## config.mk

```make
export PLATFORM = sky130hd
export DESIGN_NAME = timer_input_cond
export DESIGN_NICKNAME = d
export VERILOG_FILES = /design/src/rtl/timer_input_cond.sv
export SDC_FILE = /design/constraint.sdc
export NUM_CORES = 1
export LEC_CHECK = 0
export CAP_MARGIN = 20
export CORE_ASPECT_RATIO = 0.75
export CORE_MARGIN = 2
export CORE_UTILIZATION = 61
export CTS_BUF_LIST = sky130_fd_sc_hd__clkbuf_4 sky130_fd_sc_hd__clkbuf_8
export DETAILED_ROUTE_END_ITERATION = 8
export PLACE_DENSITY = 0.88
export SLEW_MARGIN = 20
export SYNTH_ARGS = -nofsm -noshare
export SYNTH_HDL_FRONTEND = slang
export SYNTH_SLANG_ARGS = --single-unit
```

## constraint.sdc

```tcl
create_clock -name clk -period 3.7 [get_ports clk]
set_input_delay 0.37 -clock clk [delete_from_list [all_inputs] [get_ports clk]]
set_output_delay 0.37 -clock clk [all_outputs]
set_load 0.01 [all_outputs]
```

## src/rtl/timer_input_cond.sv

```systemverilog
// Input conditioner for the general timer: synchronizes and glitch-filters the
// raw capture and external-measure pins, then qualifies capture edges with hold-off.

module timer_input_cond_chan #(
  parameter int SYNC_STAGES = 2,
  parameter int FILT_W      = 8
) (
  input  logic              clk,
  input  logic              rst_n,
  input  logic              i_raw,
  input  logic [FILT_W-1:0] i_filt_len,
  output logic              o_level
);

  logic [SYNC_STAGES-1:0] r_sync;
  logic                   r_stable;
  logic [FILT_W-1:0]      r_cnt;

  logic                   w_sync;
  logic [FILT_W-1:0]      w_len;
  logic [FILT_W:0]        w_cnt_inc;
  logic                   w_hit;

  always_ff @(posedge clk or negedge rst_n) begin
    if (!rst_n) begin
      r_sync <= '0;
    end else begin
      r_sync <= {r_sync[SYNC_STAGES-2:0], i_raw};
    end
  end

  assign w_sync = r_sync[SYNC_STAGES-1];

  // A length of 0 behaves like 1; the compare is one bit wider so cnt+1 never wraps.
  assign w_len     = (i_filt_len == '0) ? {{(FILT_W-1){1'b0}}, 1'b1} : i_filt_len;
  assign w_cnt_inc = {1'b0, r_cnt} + {{FILT_W{1'b0}}, 1'b1};
  assign w_hit     = (w_cnt_inc >= {1'b0, w_len});

  always_ff @(posedge clk or negedge rst_n) begin
    if (!rst_n) begin
      r_stable <= 1'b0;
      r_cnt    <= '0;
    end else if (w_sync == r_stable) begin
      r_cnt <= '0;
    end else if (w_hit) begin
      r_stable <= w_sync;
      r_cnt    <= '0;
    end else begin
      r_cnt <= (&r_cnt) ? r_cnt : w_cnt_inc[FILT_W-1:0];
    end
  end

  assign o_level = r_stable;

endmodule

module timer_input_cond #(
  parameter int SYNC_STAGES = 2,
  parameter int FILT_W      = 8,
  parameter int HOLD_W      = 16
) (
  input  logic              clk,
  input  logic              rst_n,
  input  logic              en_i,
  input  logic              meas_raw_i,
  input  logic              cap_raw_i,
  input  logic [FILT_W-1:0] filt_len_i,
  input  logic [1:0]        cap_edge_i,
  input  logic [HOLD_W-1:0] holdoff_i,
  input  logic              cap_miss_clr_i,
  output logic              ext_meas_o,
  output logic              capture_o,
  output logic              cap_miss_o
);

  logic              w_stable_meas;
  logic              w_stable_cap;
  logic              r_cap_prev;
  logic              r_capture;
  logic              r_cap_miss;
  logic [HOLD_W-1:0] r_ho_cnt;

  logic              w_rise;
  logic              w_fall;
  logic              w_qual;
  logic              w_ho_busy;
  logic              w_accept;
  logic              w_drop;

  timer_input_cond_chan #(
    .SYNC_STAGES (SYNC_STAGES),
    .FILT_W      (FILT_W)
  ) u_meas_chan (
    .clk        (clk),
    .rst_n      (rst_n),
    .i_raw      (meas_raw_i),
    .i_filt_len (filt_len_i),
    .o_level    (w_stable_meas)
  );

  timer_input_cond_chan #(
    .SYNC_STAGES (SYNC_STAGES),
    .FILT_W      (FILT_W)
  ) u_cap_chan (
    .clk        (clk),
    .rst_n      (rst_n),
    .i_raw      (cap_raw_i),
    .i_filt_len (filt_len_i),
    .o_level    (w_stable_cap)
  );

  // The previous-value flop tracks even while disabled, so enabling never sees a stale edge.
  assign w_rise    = w_stable_cap & ~r_cap_prev;
  assign w_fall    = ~w_stable_cap & r_cap_prev;
  assign w_qual    = en_i & ((w_rise & cap_edge_i[0]) | (w_fall & cap_edge_i[1]));
  assign w_ho_busy = |r_ho_cnt;
  assign w_accept  = w_qual & ~w_ho_busy;
  assign w_drop    = w_qual & w_ho_busy;

  always_ff @(posedge clk or negedge rst_n) begin
    if (!rst_n) begin
      r_cap_prev <= 1'b0;
    end else begin
      r_cap_prev <= w_stable_cap;
    end
  end

  // capture_o is a one-cycle strobe with no back-pressure; the timer samples it every cycle.
  always_ff @(posedge clk or negedge rst_n) begin
    if (!rst_n) begin
      r_capture <= 1'b0;
      r_ho_cnt  <= '0;
    end else if (!en_i) begin
      r_capture <= 1'b0;
      r_ho_cnt  <= '0;
    end else begin
      r_capture <= w_accept;
      if (w_accept) begin
        r_ho_cnt <= holdoff_i;
      end else if (w_ho_busy) begin
        r_ho_cnt <= r_ho_cnt - {{(HOLD_W-1){1'b0}}, 1'b1};
      end
    end
  end

  // A drop in the same cycle as a clear keeps the flag set.
  always_ff @(posedge clk or negedge rst_n) begin
    if (!rst_n) begin
      r_cap_miss <= 1'b0;
    end else if (w_drop) begin
      r_cap_miss <= 1'b1;
    end else if (cap_miss_clr_i) begin
      r_cap_miss <= 1'b0;
    end
  end

  assign ext_meas_o = w_stable_meas;
  assign capture_o  = r_capture;
  assign cap_miss_o = r_cap_miss;

endmodule
```

Word-level counts from Yosys, hierarchy flattened. Cells that the tools add are included.

Register bits: 41. Logic and storage cells: 53. Output and inout bits: 3.

Bitwise logic cells: 13. Eq/ne operators: 5. Muxes and demuxes: 13. Reductions and logical operators: 7. Order comparisons: 2. $add $sub $neg: 3.

Operators with widths (count): 8-bit 2-to-1 mux (7); 16-bit 2-to-1 mux (3); 8-bit by 1-bit adder with 9-bit output, second input constant (2); 9-bit by 8-bit greater-or-equal comparator with 1-bit output (2); 8-bit AND reduction (2); 16-bit OR reduction (1); 16-bit by 1-bit subtractor with 16-bit output, second input constant (1); 3-bit by 1-bit != test with 1-bit output, second input constant (3); 8-bit logical NOT (1); 1-bit bitwise AND (7); 1-bit NOT (5); 2-bit AND reduction (2); 1-bit 2-to-1 mux (3); 1-bit equality test (2); 2-bit nonzero test (1); 1-bit OR (1).

Logic depth before layout (Yosys ltp). Gate-level depths: netlist (run 1).

Word-level depth: 8. Depth in mapped cells: 10. Gate-level depth less buffers: 10.

Hierarchy. A second synthesis (run 1) with hierarchy kept.

Cell total of the unflattened synthesis: 249. Area total of the unflattened synthesis: 2481.1 µm².

Modules (own cells, without submodules): timer_input_cond_chan (cells an instance 68, instances 2, seq. area each 275.3 µm², area each 690.7 µm²); timer_input_cond (cells an instance 113, instances 1, seq. area each 475.5 µm², area each 1099.8 µm²).

Least setup slack after synthesis (run 1). No wires, ideal clock.

Path kind: register to register. Start point: register u_cap_chan.r_cnt[0]. End point: register u_cap_chan.r_stable (netlist: u_cap_chan.o_level). Cell stages (with the launch flop): 11. Arrival: 2215 ps. Buffers on the path: 0. Slack: 1360 ps. Cell sequence: dfrtp_1 > ha_1 > nand2_1 > nor2_1 > xnor2_1 > ha_1 > a21o_1 > a221oi_1 > o21ai_0 > nor2b_1 > mux2_2.

Word-level cells in the longest chain between the ends: 3.

RTL lines: start: declaration (line 17) `logic [FILT_W-1:0] r_cnt;`; start signal: assignment (line 49) `r_cnt <= (&r_cnt) ? r_cnt : w_cnt_inc[FILT_W-1:0];`; 8-bit by 1-bit adder with 9-bit output (line 36) `assign w_cnt_inc = {1'b0, r_cnt} + {{FILT_W{1'b0}}, 1'b1};`; 9-bit by 8-bit greater-or-equal comparator with 1-bit output (line 37) `assign w_hit = (w_cnt_inc >= {1'b0, w_len});`; 2-bit AND reduction (no line); end signal: assignment (line 46) `r_stable <= w_sync;`; end: declaration (line 16) `logic r_stable;`.

Every way passes these cells. A chain may end at the register's enable or synchronous reset.

Worst setup path in the final report (run 1). Ends and elaborated chain as after synthesis.

==> results of run 1 <==
-- worst paths after layout --
| kind | slack [ns] | cells after the start | from | end |
|---|---|---|---|---|
| max | 0.99 | 10 | u_cap_chan.r_cnt[0] | u_cap_chan.o_level |
| min | 0.19 | 1 | rst_n | r_ho_cnt[4] |
| max reg2reg | 0.99 | 10 | u_cap_chan.r_cnt[0] | u_cap_chan.o_level |
| min reg2reg | 0.35 | 0 | u_meas_chan.r_sync[0] | u_meas_chan.r_sync[1] |
| max in group asynchronous | 2.96 | 1 | rst_n | u_cap_chan.r_cnt[3] |
| min in group clk | 0.35 | 0 | u_meas_chan.r_sync[0] | u_meas_chan.r_sync[1] |
-- critical path, cell delays in order, from the launching register on --
cell and delay [ns]:
dfrtp_1 0.40, ha_1 0.22, nand2_1 0.07, nor2_1 0.20, xnor2_1 0.17, ha_1 0.27
a21o_1 0.18, a221oi_1 0.34, o21ai_0 0.21, nor2b_1 0.20, mux2_2 0.35
-- kinds of logic (layout without fill, tap and decap cells) --
logic type | after synthesis | after routing | share of synthesized area
AND/OR/NAND/NOR | 100 | 100 | 0.2344
flip-flops | 41 | 41 | 0.4253
XOR/XNOR | 28 | 28 | 0.1017
AO/OA/AOI/OAI | 27 | 27 | 0.09648
adder cells (fa/ha/maj) | 19 | 19 | 0.09855
buffers and inverters | 17 | 56 | 0.03423
multiplexers | 2 | 2 | 0.009335
-- stage by stage --
stage,instance area (µm²),util
floorplan,2412,-
finish,2884,0.7727
global route,2884,0.7727
global placement,2783,0.7456
detailed placement,2783,0.7456
CTS,2884,0.7727
-- sequential cells by signal, summed over array words and instances (netlist names) --
name	cells
cap_miss_o	1
capture_o	1
r_cap_prev	1
r_ho_cnt	16
u_cap_chan.o_level	1
u_cap_chan.r_cnt	8
u_cap_chan.r_sync	2
u_meas_chan.o_level	1
u_meas_chan.r_cnt	8
u_meas_chan.r_sync	2
-- metal layers --
layer,vias to the layer above,routed length (µm),global-route usage,share of wire
met5,-,0,0,0
met1,837,2421,0.3390,0.50
li1,896,-,-,-
met4,0,51,0.07013,0.011
met3,7,201,0.05215,0.042
met2,34,2156,0.3692,0.45
-- cells in the final DEF (no fill, tap or decap), types with 2 or more instances in the layout --
cell,Yosys,final
and3_1,3,3
a211oi_2,7,7
nand2b_1,2,2
a21o_1,5,5
nor4_4,2,2
inv_1,14,14
nand4_1,3,3
nand2_1,11,11
a221oi_1,2,2
xor2_1,15,15
clkbuf_8,0,7
nor2b_1,15,15
nor2_1,25,25
dfrtp_1,41,41
mux2_2,2,2
nand3_1,13,13
nand3b_1,2,2
ha_1,19,19
o21ai_0,5,5
nor3_1,12,12
xnor2_1,13,13
clkdlybuf4s50_1,0,33
nor4_1,2,2
-- power by group --
group	switching [µW]	internal, µW
Sequential	114	548
Combinational	375	345
Clock	159	169
-- final cells by class --
type / instances / area (µm²) / area share
multi-input cells: 176 / 1304 / 0.4521
clock buffers: 7 / 96.34 / 0.03341
repair buffers: 34 / 335.3 / 0.1163
flip-flops and latches: 41 / 1026 / 0.3557
inverters: 14 / 52.55 / 0.01822
well taps: 52 / 65.06 / 0.02256
clock inverters: 1 / 5.005 / 0.001735
==> results.ini, run 1 <==
[critical_path]
cp.required_ns = 3.90
critPathLaunchType = flip-flop
critPathMaxFanout = 4
crit_arrival_ns = 2.90
end_kind = flip-flop
crit_type = flip-flop to flip-flop

[floorplanning]
dieArea_mm2 = 0.004479
core_mm2 = 0.003732
fp.dieW_um = 76.62
start_util = 0.6463
die_y_um = 58.46
ios = 35
std_cell_rows = 19

[global_route]
grt_usage = 0.2370
antenna_found_initial = 0
grt_overflow = 0
grt_max_degree = 42
grt_first_pass_wirelength_mm = 8.135
grt_pass1_vias = 1677

[finish]
drive_gt1_frac = 0.09524
diodes = 0
stdcell_count = 325
fillCellCount = 253
area_delta_synth_final_pct = 19.55
layout.nets = 323

[cts]
post_cts_buffers = 0
path_clk_slew_ns = 0.08
root_buffer = clkbuf_8
hold_buffers = 0
htree_num_levels = 2
clock_path_buffers = 2
insertion_delay_ns = 0.30
cts_sinks = 41
cts-buffers-inserted = 5
cts_tree = yes
postCtsResizedCells = 0

[synthesis]
yosys_warnings = 0
syn_inst = 234
syn_area_per_cell_um2 = 10.31
synthTopCellsByCount = dfrtp_1, nor2_1, ha_1
syn_area_mm2 = 0.002412
ys_seq_elements = 41
synth_top_cell_by_area = dfrtp_1
synth_ff_type = dfrtp_1
seq_area_frac_synth = 0.4253
synthArstFlopShare = 1.000
yosysTopAreaCellShare = 0.4253
synth_edf_count = 0
ys_types = 41
synth.area.top_cells = dfrtp_1, ha_1, xor2_1
synth.net_count = 285
yosysMostFrequentCell = dfrtp_1

[timing]
fin_worst_skew_ns = 0.009681
hold_slack_ns = 0.1903
tns_ns = 0
worst_slew_pin_slew_ns = 0.8831
timing_hold_violations_final = 0
maxSlewHeadroom = 0.4113
post-route-period-util = 0.7313
period_needed_ns = 2.706
slew_violations = 0
finalWorstSetupSlack_ns = 0.9942
finalSetupViolCount = 0
clock.fmax_mhz = 369.6
rsz0062_at_grt = no

[placement]
place.port_buffers = 34
post-place-ws_ns = 1.039
dp.cells = 317
place_congestion = 0.9278
hpwl_mm = 3.567

[routing]
wl_mm = 4.830
dr.pass1.iters = 4
route.vias.total = 1774
route.detailed.drc = 0
drtAntennaViolNets = 0
vias_per_cell = 5.458
routedWlPerCell_um = 14.86
drtIter0Drc = 102

[run]
cap_violations = 0

[min_path]
min_path_type = input port to asynchronous set/reset pin

[status]
status = completed

[power]
power.leakage_uw = 0.001390
peakVddDrop_mv = 0.4305
fin_total_pwr_uw = 1709
cellPowerDensity_mw_per_mm2 = 592.5

Power figures use the tool's default switching activity.
==> run 2, diff against run 1 <==
Settings changed: CORE_UTILIZATION 61 to 56, PLACE_DENSITY 0.88 to 0.82.
Clock period 3.7 ns to 2.65 ns, I/O delays scaled along.
==> results.ini, run 2 (synthesis results as in run 1) <==
[status]
status = completed

[critical_path]
cp_slowest_cell = dfrtp_1
crit_type = flip-flop to flip-flop
r2r_slack_ns = 0.1  ; -0.90 ns
crit_start = u_cap_chan.r_cnt[0]
r2r_cells = 9  ; -1
critPathLaunchType = flip-flop
end_kind = flip-flop
cp.required_ns = 2.82  ; -1.08 ns
r2r-end = u_cap_chan.o_level
critPathTopFamily = simple AND/OR/NAND/NOR gates
path_buf_inv = 0  ; unchanged
critPathMaxFanout = 4  ; unchanged
crit_chain = nand3_2 > nor3_2 > xor2_1 > ha_1 > and3_1 > a221oi_2 > o21ai_1 > nor2b_1 > mux2_2
cpPeakStageDelay_ns = 0.42  ; +0.02 ns
r2r-start = u_cap_chan.r_cnt[0]
crit_arrival_ns = 2.73  ; -0.17 ns

[finish]
diodes = 0  ; unchanged
largestRegisters = r_ho_cnt: 16 flops, u_cap_chan.r_cnt: 8 flops, u_meas_chan.r_cnt: 8 flops
final_area_mm2 = 0.002967  ; +2.9%
layout.nets = 328  ; +1.5%
drive_gt1_frac = 0.1331  ; +0.03786
final_common_cell = dfrtp_1
area_delta_synth_final_pct = 22.98
final_cell_mix = dfrtp_1, clkdlybuf4s50_1, nor2_1, ha_1
max_flop_register = r_ho_cnt
stdcell_count = 333  ; +2.5%
largest_register_ffs = 16  ; unchanged
fillCellCount = 333  ; +32%

[routing]
dr.pass1.iters = 4  ; unchanged
route.vias.total = 1788  ; +0.79%
drtIter0Drc = 85  ; -17%
route.detailed.drc = 0  ; unchanged
drtAntennaViolNets = 0  ; unchanged
vias_per_cell = 5.369  ; -1.6%
wl_mm = 4.743  ; -1.8%
routedWlPerCell_um = 14.24  ; -4.2%

[placement]
place_congestion = 0.8088  ; -13%
place.port_buffers = 34  ; unchanged
placed_cell_area_mm2 = 0.002816  ; +1.2%
dp.cells = 324  ; +2.2%
hpwl_mm = 3.534  ; -0.94%

[floorplanning]
core_mm2 = 0.004104  ; +10%
ios = 35  ; unchanged
std_cell_rows = 20  ; +1
start_util = 0.5878  ; -0.05852
dieArea_mm2 = 0.004854  ; +8.4%
die_y_um = 60.84  ; +4.1%
fp.dieW_um = 79.79  ; +4.1%

[timing]
fin_worst_skew_ns = 0.01012  ; +0.0004382 ns
post-route-period-util = 0.9626  ; +0.2313
maxSlewHeadroom = 0.4058  ; -0.005514
period_needed_ns = 2.551  ; -0.1549 ns
worst_slew_pin_slew_ns = 0.8914  ; +0.008271 ns
clock.fmax_mhz = 392.0  ; +6.1%
slew_violations = 0  ; unchanged
timing_hold_violations_final = 0  ; unchanged
finalSetupViolCount = 0  ; unchanged

[cts]
cts-buffers-inserted = 5  ; unchanged
clock_path_buffers = 2  ; unchanged
root_buffer = clkbuf_8
path_clk_slew_ns = 0.08  ; about the same
htree_num_levels = 2  ; unchanged
cts_sinks = 41  ; unchanged
insertion_delay_ns = 0.29  ; about the same
cts_tree = yes

[global_route]
antenna_found_initial = 0  ; unchanged
grt_first_pass_wirelength_mm = 7.783  ; -4.3%
grt_max_degree = 42  ; unchanged
grt_pass1_vias = 1725  ; +2.9%
grt_usage = 0.2109  ; -0.02601
grt_overflow = 0  ; unchanged

[power]
seqPwrFrac = 0.371  ; -0.016
p_int_uw = 1585  ; +49%
comb_power_share = 0.422  ; about the same
cellPowerDensity_mw_per_mm2 = 836.6  ; +41%
power.share.clock = 0.207  ; +0.015
p_sw_uw = 896.8  ; +39%
power.leakage_uw = 0.001422  ; +2.2%
swShare = 0.3613  ; -0.01742
peakVddDrop_mv = 0.4399  ; +2.2%

[min_path]
min_path_type = input port to asynchronous set/reset pin

[run]
cap_violations = 0  ; unchanged

run 2: cell count changes in the layout (fill, tap and decap cells not counted), moves of 2 or more:
| cell | change |
|---|---|
| buf_4 | +5 |
| a221oi_1 | -2 |
| a221oi_2 | +2 |
| clkbuf_8 | -2 |
run 2: power groups by stage:
stage	Sequential [µW]	Clock [µW]	Combinational, µW
2_1_floorplan	906	0	748
3_3_place_gp	921	0	996
3_5_place_dp	929	0	1030
4_1_cts	918	522	1030
5_1_grt	944	553	1180
6_report	921	513	1050
run 2: area by class of cell:
class | count | area, µm² | area share
clock buffers | 6 | 76.32 | 0.02573
multi-input cells | 176 | 1331 | 0.4488
flip-flops and latches | 41 | 1026 | 0.3458
clock inverters | 2 | 38.79 | 0.01307
well taps | 55 | 68.82 | 0.02320
repair buffers | 39 | 372.9 | 0.1257
inverters | 14 | 52.55 | 0.01771
run 2: worst max path at each step:
stage | to | depth (start not counted)
final | u_cap_chan.o_level | 9
after global routing | u_cap_chan.o_level | 9
after detailed placement | u_cap_chan.o_level | 9
after global placement | u_cap_chan.o_level | 9
after floorplan | u_cap_chan.o_level | 10
after CTS | u_cap_chan.o_level | 9
run 2: what timing repair did:
action,4_1_cts,5_1_grt
hold buffers,0,0
buffers inserted,0,1
hold endpoints to repair,0,0
gates resized for setup,0,7
setup endpoints to repair,0,15
run 2: through the flow:
| stage | setup TNS, ns | util | hold slack (ns) | setup WS (ns) | power, µW |
|---|---|---|---|---|---|
| global route | -0.1329 | 0.7229 | 0.1370 | -0.06866 | 2676 |
| finish | 0 | 0.7229 | 0.08501 | 0.09909 | 2482 |
| floorplan | 0 | - | -0.03059 | 0.3101 | 1654 |
| global placement | 0 | 0.6863 | 0.3322 | 0.1376 | 1917 |
| CTS | 0 | 0.7143 | 0.1242 | 0.02780 | 2474 |
| detailed placement | 0 | 0.6863 | 0.3356 | 0.06865 | 1954 |
run 2: per-layer routing:
metal / global-route usage / vias to the layer above / routed length [µm]
met5: 0 / - / 0
met4: 0.04358 / 0 / 19
met3: 0.04613 / 4 / 151
met2: 0.3337 / 24 / 2074
met1: 0.3046 / 854 / 2498
li1: - / 906 / -
run 2: worst reg2reg max path: cells and delay by family, from the launching register on:
kind	cells	cell delay (ns)
flops	1	0.42
simple gates	4	0.72
fa+ha+maj	1	0.30
xor+xnor	1	0.26
compound gates	2	0.39
mux	1	0.34
==> run 3, diff against run 2 <==
Settings changed: GPL_TIMING_DRIVEN from default to 1.
==> results of run 3 <==
Final layout, timing and power as in run 2 (identical DEF).
